$ cat src/rtl/msg_req_arbiter_pkg.sv
// Shared types and constants for the messenger request arbiter.
package msg_req_arbiter_pkg;

    localparam int NREQ = 5;
    localparam int IDXW = 3;

    typedef enum logic [1:0] {
        ARB_IDLE,
        ARB_OFFER,
        ARB_SERVICE
    } arb_state_t;

    localparam logic [IDXW-1:0] REQ_NET   = 3'd0;
    localparam logic [IDXW-1:0] REQ_ERROR = 3'd1;
    localparam logic [IDXW-1:0] REQ_INT   = 3'd2;
    localparam logic [IDXW-1:0] REQ_EU    = 3'd3;
    localparam logic [IDXW-1:0] REQ_BKPT  = 3'd4;

    localparam logic [NREQ-1:0] HPMASK_DEF     = 5'b10010;
    localparam logic [NREQ-1:0] EDGEMASK_DEF   = 5'b00100;
    localparam logic [3:0]      STARVE_LIM_DEF = 4'd8;

    function automatic logic [IDXW-1:0] next_idx(input logic [IDXW-1:0] i);
        return (i == IDXW'(NREQ - 1)) ? '0 : i + 1'b1;
    endfunction

endpackage

$ cat src/rtl/msg_req_arbiter_if.sv
// Request/grant bundle between the request lines, the arbiter and the microcontroller.
interface msg_req_arbiter_if;
    import msg_req_arbiter_pkg::*;

    logic [NREQ-1:0] req;
    logic            gntv;
    logic [IDXW-1:0] gntidx;
    logic            gntack;
    logic            done;
    logic            busy;
    logic [NREQ-1:0] pend;
    logic            starved;

    modport master (
        output req, gntack, done,
        input  gntv, gntidx, busy, pend, starved
    );

    modport slave (
        input  req, gntack, done,
        output gntv, gntidx, busy, pend, starved
    );

endinterface

$ cat src/rtl/msg_req_arbiter_rr_pick.sv
// Combinational round-robin picker: first set bit at or after the pointer, wrapping.
module msg_req_arbiter_rr_pick
    import msg_req_arbiter_pkg::*;
(
    input  logic [NREQ-1:0] i_req,
    input  logic [IDXW-1:0] i_ptr,
    output logic            o_found,
    output logic [IDXW-1:0] o_idx
);

    logic [IDXW-1:0] w_j;

    always_comb begin
        o_found = 1'b0;
        o_idx   = '0;
        w_j     = '0;
        for (int k = 0; k < NREQ; k++) begin
            w_j = IDXW'((int'(i_ptr) + k) % NREQ);
            if (!o_found && i_req[w_j]) begin
                o_found = 1'b1;
                o_idx   = w_j;
            end
        end
    end

endmodule

$ cat src/rtl/msg_req_arbiter.sv
// Captures request lines, selects one source and holds it in service until firmware signals done.
// state       | meaning
// ARB_IDLE    | nothing offered; a pending source is picked and registered
// ARB_OFFER   | winner offered on gntv/gntidx, waiting for gntack
// ARB_SERVICE | source in service, waiting for done
module msg_req_arbiter
    import msg_req_arbiter_pkg::*;
#(
    parameter logic [NREQ-1:0] HPMASK     = HPMASK_DEF,
    parameter logic [NREQ-1:0] EDGEMASK   = EDGEMASK_DEF,
    parameter logic [3:0]      STARVE_LIM = STARVE_LIM_DEF
) (
    input logic               i_clk,
    input logic               i_resetn,
    msg_req_arbiter_if.slave  io_bus
);

    arb_state_t      r_state, w_state_nxt;
    logic [NREQ-1:0] r_pend, r_req_d;
    logic [IDXW-1:0] r_gntidx, r_rr_ptr;
    logic [3:0]      r_starve_cnt;
    logic            r_starved;

    logic [NREQ-1:0] w_lp_pend, w_hp_pend, w_set, w_clr;
    logic [IDXW-1:0] w_rr_idx, w_hp_idx, w_win_idx;
    logic            w_rr_found, w_hp_found, w_force_lp;
    logic            w_load_gnt, w_ack_take, w_done_take, w_gnt_is_hp;

    assign w_lp_pend = r_pend & ~HPMASK;
    assign w_hp_pend = r_pend & HPMASK;

    msg_req_arbiter_rr_pick u_lp_pick (
        .i_req   (w_lp_pend),
        .i_ptr   (r_rr_ptr),
        .o_found (w_rr_found),
        .o_idx   (w_rr_idx)
    );

    // Lowest index wins inside the urgent class, so scan downward and keep the last hit.
    always_comb begin
        w_hp_found = 1'b0;
        w_hp_idx   = '0;
        for (int k = NREQ - 1; k >= 0; k--) begin
            if (w_hp_pend[k]) begin
                w_hp_found = 1'b1;
                w_hp_idx   = IDXW'(k);
            end
        end
    end

    assign w_force_lp = (r_starve_cnt == STARVE_LIM) && w_rr_found;
    assign w_win_idx  = (w_force_lp || !w_hp_found) ? w_rr_idx : w_hp_idx;

    always_ff @(posedge i_clk) begin
        if (!i_resetn) r_state <= ARB_IDLE;
        else           r_state <= w_state_nxt;
    end

    always_comb begin
        w_state_nxt = r_state;
        case (r_state)
            ARB_IDLE:    if (w_hp_found || w_rr_found) w_state_nxt = ARB_OFFER;
            ARB_OFFER:   if (io_bus.gntack)            w_state_nxt = ARB_SERVICE;
            ARB_SERVICE: if (io_bus.done)              w_state_nxt = ARB_IDLE;
            default:                                   w_state_nxt = ARB_IDLE;
        endcase
    end

    always_comb begin
        w_load_gnt  = (r_state == ARB_IDLE) && (w_hp_found || w_rr_found);
        w_ack_take  = (r_state == ARB_OFFER) && io_bus.gntack;
        w_done_take = (r_state == ARB_SERVICE) && io_bus.done;
        w_gnt_is_hp = HPMASK[r_gntidx];
        w_clr       = w_done_take ? (NREQ'(1) << r_gntidx) : '0;
        w_set       = (io_bus.req & ~EDGEMASK) | (io_bus.req & ~r_req_d & EDGEMASK);
    end

    assign io_bus.gntv    = (r_state == ARB_OFFER);
    assign io_bus.busy    = (r_state == ARB_SERVICE);
    assign io_bus.gntidx  = r_gntidx;
    assign io_bus.pend    = r_pend;
    assign io_bus.starved = r_starved;

    always_ff @(posedge i_clk) begin
        if (!i_resetn) begin
            r_pend       <= '0;
            r_req_d      <= '0;
            r_gntidx     <= '0;
            r_rr_ptr     <= '0;
            r_starve_cnt <= '0;
            r_starved    <= 1'b0;
        end else begin
            r_req_d   <= io_bus.req;
            r_pend    <= (r_pend & ~w_clr) | w_set;
            r_starved <= w_load_gnt && w_force_lp;
            if (w_load_gnt)
                r_gntidx <= w_win_idx;
            if (w_ack_take && !w_gnt_is_hp)
                r_rr_ptr <= next_idx(r_gntidx);
            // The counter only measures starvation while somebody in the LP class is waiting.
            if (!(|w_lp_pend))
                r_starve_cnt <= '0;
            else if (w_ack_take)
                r_starve_cnt <= !w_gnt_is_hp ? 4'd0 :
                                (r_starve_cnt == STARVE_LIM) ? r_starve_cnt : r_starve_cnt + 4'd1;
        end
    end

endmodule

$ cat src/flat_wrapper.sv
// flat-port wrapper written by rule: the top's interface ports become plain ports
module msg_req_arbiter_flat import msg_req_arbiter_pkg::*;
#(
    parameter logic [NREQ-1:0] HPMASK     = HPMASK_DEF,
    parameter logic [NREQ-1:0] EDGEMASK   = EDGEMASK_DEF,
    parameter logic [3:0]      STARVE_LIM = STARVE_LIM_DEF
)
  (i_clk, i_resetn, io_bus_req, io_bus_gntack, io_bus_done, io_bus_gntv, io_bus_gntidx, io_bus_busy, io_bus_pend, io_bus_starved);
  msg_req_arbiter_if io_bus_i ();
  input logic i_clk;
  input logic i_resetn;
  input wire logic [$bits(io_bus_i.req)-1:0] io_bus_req;
  input wire logic [$bits(io_bus_i.gntack)-1:0] io_bus_gntack;
  input wire logic [$bits(io_bus_i.done)-1:0] io_bus_done;
  output wire logic [$bits(io_bus_i.gntv)-1:0] io_bus_gntv;
  output wire logic [$bits(io_bus_i.gntidx)-1:0] io_bus_gntidx;
  output wire logic [$bits(io_bus_i.busy)-1:0] io_bus_busy;
  output wire logic [$bits(io_bus_i.pend)-1:0] io_bus_pend;
  output wire logic [$bits(io_bus_i.starved)-1:0] io_bus_starved;
  assign io_bus_i.req = io_bus_req;
  assign io_bus_i.gntack = io_bus_gntack;
  assign io_bus_i.done = io_bus_done;
  assign io_bus_gntv = io_bus_i.gntv;
  assign io_bus_gntidx = io_bus_i.gntidx;
  assign io_bus_busy = io_bus_i.busy;
  assign io_bus_pend = io_bus_i.pend;
  assign io_bus_starved = io_bus_i.starved;
  msg_req_arbiter #(.HPMASK(HPMASK), .EDGEMASK(EDGEMASK), .STARVE_LIM(STARVE_LIM)) u_core (.i_clk(i_clk), .i_resetn(i_resetn), .io_bus(io_bus_i));
endmodule
$ cat config.mk
export PLATFORM = sky130hd
export DESIGN_NAME = msg_req_arbiter_flat
export DESIGN_NICKNAME = d
export VERILOG_FILES = /design/src/rtl/msg_req_arbiter_pkg.sv /design/src/rtl/msg_req_arbiter_if.sv /design/src/rtl/msg_req_arbiter_rr_pick.sv /design/src/rtl/msg_req_arbiter.sv /design/src/flat_wrapper.sv
export SDC_FILE = /design/constraint.sdc
export NUM_CORES = 1
export LEC_CHECK = 0
export ABC_AREA = 1
export BUFFER_PORTS_ARGS = -buffer_cell sky130_fd_sc_hd__clkbuf_2
export CORE_ASPECT_RATIO = 1.4
export CORE_MARGIN = 2
export CORE_UTILIZATION = 45
export CTS_CLUSTER_SIZE = 20
export DETAILED_ROUTE_END_ITERATION = 12
export GPL_TIMING_DRIVEN = 0
export HOLD_SLACK_MARGIN = 0.1
export PLACE_DENSITY = 0.64
export SYNTH_ARGS = -nofsm -noshare
export SYNTH_HDL_FRONTEND = slang
export SYNTH_SLANG_ARGS = --single-unit
$ cat constraint.sdc
create_clock -name i_clk -period 3.1 [get_ports i_clk]
set_input_delay 0.62 -clock i_clk [delete_from_list [all_inputs] [get_ports i_clk]]
set_output_delay 0.62 -clock i_clk [all_outputs]
set_load 0.01 [all_outputs]
==> results, run 1 <==
- The flow ran to the end, but the final reports show violations.
- The final reports fail on setup timing.
- For the worst setup path, the data required time is 3.30 ns.
- The area of the multi-input gates is 1762 µm².
- Clock tree synthesis found a total of 20 sinks.
- The critical path crosses 27 cells after its start point.
- The number of antenna diodes in the final layout is 0.
- STA classifies the critical path endpoint as a flip-flop.
- Along the worst path, the maximum fanout reaches 4.
- The synthesized netlist net count is about 340.
- The last weighted congestion value of the routability-driven placer is 0.8400.
- After synthesis, the cell types taking the most area are dfxtp_1 20%, ha_1 13%, nand2_1 9.9%.
- The most critical setup path has its endpoint at u_core.w_gnt_is_hp.
- Synthesis produced a little over 300 cells.
- The worst setup path is of the flip-flop to flip-flop kind.
- Between clock sinks in the finished design, the worst skew comes to 0.001917 ns.
- Data on the critical path arrives at its endpoint at 3.32 ns.
- The sequential cell area fraction in the yosys report is 0.1958.
- The number of hold violations in the final report is 0.
- The mean instance size in the synthesized netlist is ~6.7 µm².
- The share of the cycle needed by the critical path after routing is 1.004.
- Pin placement for this block handled 20 I/O pins.
- The largest single stage delay on the critical path is 0.36 ns.
- TritonCTS built the clock tree.
- Setup repair after global routing could not meet its margin everywhere.
- The die footprint is ~5100 µm².
- Setup violations remaining at the end of the flow were counted as 1.
- The share of layout cells above drive strength 1 is 0.3853.
- The final critical path time including I/O delays and setup is about 3.1 ns.
- The type of the most critical hold path is flip-flop to flip-flop.
- Timing would allow up to 321.3 MHz.
- The synthesis-to-layout area growth is 38.43%.
- Counting along the longest clock path gives a buffer depth of 2.
- Clock latency on the worst-skew pair, taken at its later pin, is 0.26 ns.
- The mean number of vias per cell is between 5 and 6.
- The wire length after detailed routing is 5.396 mm.
- CTS built an H-tree with a depth of 1.
- For this configuration, the core starts out at a cell density of 0.4581.
- The netlist area before placement is slightly above 2000 µm².
- The library cell contributing the largest single delay on the critical path is dfxtp_4.
- Clock-pin slew was measured on the worst setup and hold paths at roughly 0.07 ns.
- The most used cell along the critical path is ha_4.
- The post-synthesis sequential element count is 20.
- The end of the worst register-to-register path is u_core.w_gnt_is_hp.
- The Yosys warning count is 0.
- The number of global-route vias before repair came to between 2,000 and 2,500.
- After global routing the overflow that remains totals 0.
- After legalization and detailed placement, the total HPWL measured about 3.8 mm.
- The startpoint of the most critical register-to-register path is u_core.r_rr_ptr[0].
- The number of inserted filler cells in the final layout is 422.
- The initial antenna violation count is 0.
- Before CTS, the worst setup slack after placement is -0.4440 ns.
- The clock root buffer is clkbuf_8.
- The first detailed-routing pass took 4 iterations.
- The CTS buffer count is 3.
- The post-detailed-route count of antenna-violating nets is 0.
- The worst min-delay path startpoint is u_core.r_req_d[2].
- The reported leakage power is around 1.3 nW.
- The power density over the cells is ~840 nW/µm².
- The max-cap check violation count is 0.
- Setup slack on the worst reg-to-reg path comes out at -0.01 ns.
- The routed wirelength normalized by instance count is 13.00 µm.
- In this run the worst setup path begins at u_core.r_rr_ptr[0].
- The maximum vdd ir drop is approximately 0.55 mV.
- The measured slew at the worst slew-check pin is a little over 0.5 ns.
- The floorplan step set the die height to roughly 84 µm.
- The largest net degree at the start of global routing is 12.
- Of the post-synthesis cell area, the dominant cell type holds 0.1958.
- The placeable core region is about 4500 µm².
- After layout, the worst setup slack is -0.01265 ns.
- The port buffer count is 19.
- The cell family contributing the most delay on the critical path is simple AND/OR/NAND/NOR gates.
- The share of synthesized flip-flops with an asynchronous set or reset is 0.
- The die width is ~61 µm.
- The dominant cell by count in the synthesized netlist is nand2_1.
- Sorting the synthesized cells by how often they occur yields 54 x nand2_1, 48 x inv_1, 30 x nor2_1, 26 x nand3_1, 22 x ha_1.
- For this run, design rule violations remaining after detail routing come to 0.
- The number of buffers and inverters on the critical path is 7.
- The number of design-rule violations left by the first detailed-router iteration is 94.
- STA classifies the critical path startpoint as a flip-flop.
- The total via count after detailed routing is about 2,100.
- The synthesized design spends more area on one cell type than any other, namely dfxtp_1.
- The sequential cells in the finished layout cover a total of around 400 µm².
- Hold repair after CTS inserted 0 buffers.
- For this run, the leading register cell type out of synthesis is dfxtp_1.
- The count of distinct cell types in the synthesized netlist is 37.
- The net count of the finished layout is 385.
- Row generation in the floorplan step produced 29 rows.
- The number of flops mapped to enable cells by yosys is 0.
- Counting cells, the worst reg-to-reg path comes to 27.
- The first global-routing pass estimated slightly below 9 mm of wire.
- Across all hold checks on the routed design, the worst slack comes to 0.4318 ns.
- Headroom to the max-slew limit came out at 0.6591.
- Across every metal layer, demand over resource in global routing totals 0.2171.
- The max-slew violation total from the final report was 0.
==> timing repair <==
action / CTS / global route
pin swaps: 22 / 28
gates resized for setup: 36 / 49
setup buffers: 15 / 9
endpoints found under the setup margin: 6 / 6
==> where the power goes <==
part / switching, mW / internal (mW) / total (mW)
Combinational: 1.06 / 0.746 / 1.81
Clock: 0.0890 / 0.113 / 0.202
Sequential: 0.0607 / 0.303 / 0.364
==> worst register-to-register path, cell delays in order, from the launching register on <==
cell,delay (ns)
dfxtp_4,0.36
buf_12,0.10
clkinvlp_4,0.13
ha_4,0.20
inv_2,0.06
ha_4,0.20
inv_6,0.08
ha_4,0.13
inv_2,0.04
ha_4,0.25
inv_2,0.04
a21boi_4,0.15
nor2_4,0.07
nand2_4,0.08
o21ai_1,0.07
nand2_1,0.06
inv_1,0.06
nand3_2,0.07
nand2_2,0.06
nand2_4,0.08
nand4_4,0.11
nor2_4,0.16
nor2_4,0.06
nor2_2,0.13
nor2_2,0.06
a21oi_2,0.14
nand2_1,0.06
nand2_1,0.07
==> cell type report <==
type,instances,share of cell area
inverters,56,0.08179
flip-flops and latches,20,0.1446
plain buffers,2,0.008400
repair buffers,42,0.09593
well taps,62,0.02741
multi-input cells,229,0.6225
clock buffers,4,0.01945
==> routing by layer <==
metal	wire length, µm	track usage	vias to the layer above	share of wire
li1	-	-	1088	-
met1	2070	0.2270	995	0.38
met2	3000	0.4018	48	0.56
met3	129	0.01395	17	0.024
met4	195	0.1186	0	0.036
met5	0	0	-	0
==> through the flow <==
stage          cell area [µm²]  setup TNS (ns)  power [mW]  std cells  utilization
2_1_floorplan             2056               0       1.305        307            -
3_3_place_gp              2228          -1.845       1.523        388       0.4993
3_5_place_dp              2228          -1.968       1.530        388       0.4993
4_1_cts                   2547               0       2.063        406       0.5708
5_1_grt                   2830         -0.7794       2.593        415       0.6341
6_report                  2830        -0.01265       2.376        415       0.6341
==> cell usage in the layout (no fill, tap or decap), types with 5 or more instances in the layout <==
master,netlist,layout
nand3_2,6,9
nand4_1,6,6
nand3_1,26,19
inv_2,6,9
nand3_4,1,5
nor2_1,30,24
inv_1,48,40
dfxtp_1,20,17
nand2_2,12,12
ha_1,22,14
o21ai_0,14,12
buf_4,0,22
nand2_1,54,46
a21oi_1,15,13
nand2_4,4,12
clkbuf_2,0,19
ha_4,0,7
==> kinds of logic after synthesis <==
family	Yosys count	share of synthesized area
buf+inv	58	0.1102
mux	1	0.004896
fa+ha+maj	22	0.1346
flops	20	0.1958
xor+xnor	7	0.03366
simple gates	143	0.3476
compound gates	56	0.1732
==> worst min-delay path by stage <==
| stage | end | slack [ns] | cells past startpoint |
|---|---|---|---|
| after floorplan | u_core.io_bus.pend[2] | 0.41 | 1 |
| after global placement | u_core.io_bus.pend[2] | 0.42 | 1 |
| after detailed placement | u_core.io_bus.pend[2] | 0.42 | 1 |
| after CTS | u_core.io_bus.pend[2] | 0.43 | 1 |
| after global routing | u_core.io_bus.pend[2] | 0.44 | 1 |
| final | u_core.io_bus.pend[2] | 0.43 | 1 |
==> state kept, by name, indices dropped and copies added (netlist names) <==
name / flops
u_core.io_bus.starved: 1
u_core.r_starve_cnt: 4
u_core.r_req_d: 1
u_core.io_bus.gntidx: 3
u_core.r_rr_ptr: 3
u_core.w_gnt_is_hp: 1
u_core.r_state: 2
u_core.io_bus.pend: 5
No activity file was read; power rests on OpenSTA's default activity.
==> run 2, diff against run 1 <==
- CORE_UTILIZATION: 45 -> 54
- PLACE_DENSITY: 0.64 -> 0.75
==> run 2 against run 1 <==
  * The run still ends with setup timing left
  * Clock skew rose by 0.0010 ns
  * Largest cell class unchanged
  * Total power fell by 5.8%
  * Wire length rose by 5.2%
  * Critical endpoint unchanged
  * Worst setup slack got worse by 0.084 ns
  * Hold slack got worse by 0.0027 ns
  * Count of clock-buffer cells in the layout did not move
  * Global-route usage rose by 4.5 points
==> results, run 2 (synthesis gave the netlist of run 1 again) <==
- Run status: finished, violations left (unchanged).
- Violated checks: setup timing (unchanged).
- The critical-path maximum fanout is 4 (unchanged).
- Most frequent cells in the layout: 46 x nand2_1, 41 x inv_1, 23 x nor2_1, 23 x nand3_1, 20 x buf_4 (was 46 x nand2_1, 40 x inv_1, 24 x nor2_1).
- The type of the setup path with the least slack is flip-flop to flip-flop (unchanged).
- The last weighted congestion value of the routability-driven placer came to 0.8823 (was 0.8400).
- The signal arrival time at the worst endpoint is 3.40 ns (was 3.32 ns).
- The antenna diode instance count is 0 (unchanged).
- The synthesis-to-layout area growth is 29.74% (was 38.43%).
- The die width was 56.01 µm (was 60.97 µm).
- The maximum vdd ir drop was 0.5664 mV (was 0.5482 mV).
- The highest attainable clock frequency is 312.8 MHz (was 321.3 MHz).
- The placeable core region is 3643 µm² (was 4463 µm²).
- The worst min-delay path startpoint is u_core.r_req_d[2] (unchanged).
- The measured slew at the worst slew-check pin is 0.5029 ns (was 0.5113 ns).
- The initial antenna violation count was 0 (unchanged).
- The routed wirelength normalized by instance count is 14.44 µm (was 13.00 µm).
- The reported leakage power is 1.290 nW (was 1.345 nW).
- The dominant delay contributor by cell family on the critical path is simple AND/OR/NAND/NOR gates (unchanged).
- The mean number of vias per cell was 5.532 (was 5.176).
- The critical path data required time is 3.30 ns (about the same).
- The source of the critical timing path is u_core.r_rr_ptr[0] (unchanged).
- The number of global-route vias before repair came to 2,069 (was 2,114).
- The wire length after detailed routing is 5.675 mm (was 5.396 mm).
- The detailed placement HPWL is 3.647 mm (was 3.799 mm).
- The max-cap check violation count was 0 (unchanged).
- The net count of the finished layout is 383 (was 385).
- The clock-pin slew reported for the worst setup and hold paths after clock tree synthesis was 0.07 ns (about the same).
- The number of top-level pins is 20 (unchanged).
- The number of optimization iterations in the first detailed-route pass is 4 (unchanged).
- The die footprint is 4301 µm² (was 5106 µm²).
- The flip-flop count of the largest register after layout came to 5 (unchanged).
- The startpoint of the most critical register-to-register path is u_core.r_rr_ptr[0] (unchanged).
- The final core area utilization is 0.7280 (was 0.6341).
- The CTS buffer count is 3 (unchanged).
- The CTS tree is built (unchanged).
- The aggregate global routing overflow came to 0 (unchanged).
- The clock root buffer was clkbuf_8 (unchanged).
- The post-detailed-route count of antenna-violating nets is 0 (unchanged).
- The first-pass GRT wire length is 9.101 mm (was 8.659 mm).
- The post-detailed-route DRC marker count is 0 (unchanged).
- The final critical path time including I/O delays and setup is 3.197 ns (was 3.113 ns).
- The worst setup slack before clock tree synthesis is -0.4758 ns (was -0.4440 ns).
- RSZ-0062 raised after global routing: true (unchanged).
- The final total power was 2.237 mW (was 2.376 mW).
- The number of levels in the clock H-tree was 1 (unchanged).
- The element type at the critical path end was a flip-flop (unchanged).
- The number of design-rule violations left by the first detailed-router iteration is 105 (was 94).
- The clock skew after layout was 0.002931 ns (was 0.001917 ns).
- The critical path buffer and inverter count was 6 (was 7).
- The library cell contributing the largest single delay on the critical path was dfxtp_4 (unchanged).
- The hold buffer count at cts is 0 (unchanged).
- The total via count after detailed routing is 2,174 (was 2,148).
- The power density over the cells is 843.5 nW/µm² (was 839.4 nW/µm²).
- The number of clock sinks seen by CTS is 20 (unchanged).
- The clock network latency to the later pin of the worst-skew pair is 0.27 ns (was 0.26 ns).
- The port buffer count came to 19 (unchanged).
- The type of the most critical hold path is flip-flop to flip-flop (unchanged).
- The post-layout worst setup margin is -0.09712 ns (was -0.01265 ns).
- The share of layout cells above drive strength 1 is 0.3618 (was 0.3853).
- The max-slew violation total from the final report is 0 (unchanged).
- The largest net degree at the start of global routing was 12 (unchanged).
- The number of hold violations in the final report came to 0 (unchanged).
- The global router's overall resource usage came to 0.2617 (was 0.2171).
- The share of the cycle needed by the critical path after routing is 1.031 (was 1.004).
- The count of endpoints failing setup in the final report came to 5 (was 1).
- The number of rows in the core area is 26 (was 29).
- The leading cell type in the layout, fill and taps excluded is nand2_1 (unchanged).
- The largest buffer count on any clock path is 2 (unchanged).
- The initial core utilization was 0.5611 (was 0.4581).
- The critical path's largest stage delay is 0.36 ns (about the same).
- The die boundary height is 76.81 µm (was 83.75 µm).
- The startpoint class of the critical path is a flip-flop (unchanged).
- The worst-case headroom to the max-slew limit is 0.6647 (was 0.6591).
- The most used cell along the critical path was nand2_2 (was ha_4).
## run 2: path summary, 6_finish.rpt
path	endpoint	slack [ns]	cells past startpoint
max	u_core.w_gnt_is_hp	-0.1	28
min reg2reg	u_core.io_bus.pend[2]	0.43	1
min	u_core.io_bus.pend[2]	0.43	1
max reg2reg	u_core.w_gnt_is_hp	-0.1	28
## run 2: timing repair
item | 4_1_cts | 5_1_grt
setup endpoints to repair | 6 | 6
setup buffers | 16 | 5
gates resized for setup | 35 | 26
pin swaps | 24 | 23
## run 2: metal layers
metal / vias to the layer above / wire [µm] / global-route usage
li1: 1079 / - / -
met1: 997 / 2098 / 0.2865
met2: 78 / 3138 / 0.5000
met3: 20 / 217 / 0.01855
met4: 0 / 221 / 0.1143
met5: - / 0 / 0
## run 2: stage by stage
step	hold slack, ns	area [µm²]	setup TNS (ns)	std cells
6_report	0.4290	2653	-0.2788	393
5_1_grt	0.4437	2653	-1.379	393
2_1_floorplan	0.4079	2056	0	307
3_5_place_dp	0.4144	2203	-2.069	368
3_3_place_gp	0.4154	2203	-1.725	368
4_1_cts	0.4264	2511	-0.02824	388
## run 2: final cells by class
type | count | area, µm²
plain buffers | 2 | 23.77
clock buffers | 4 | 55.05
fillers | 301 | 991.0
inverters | 56 | 226.5
multi-input cells | 229 | 1629
flip-flops and latches | 20 | 409.1
well taps | 42 | 52.55
repair buffers | 40 | 256.5
## run 2: report_power, final
part           switching [mW]  internal, mW
Combinational            1.00         0.675
Clock                  0.0884         0.113
Sequential             0.0582         0.303
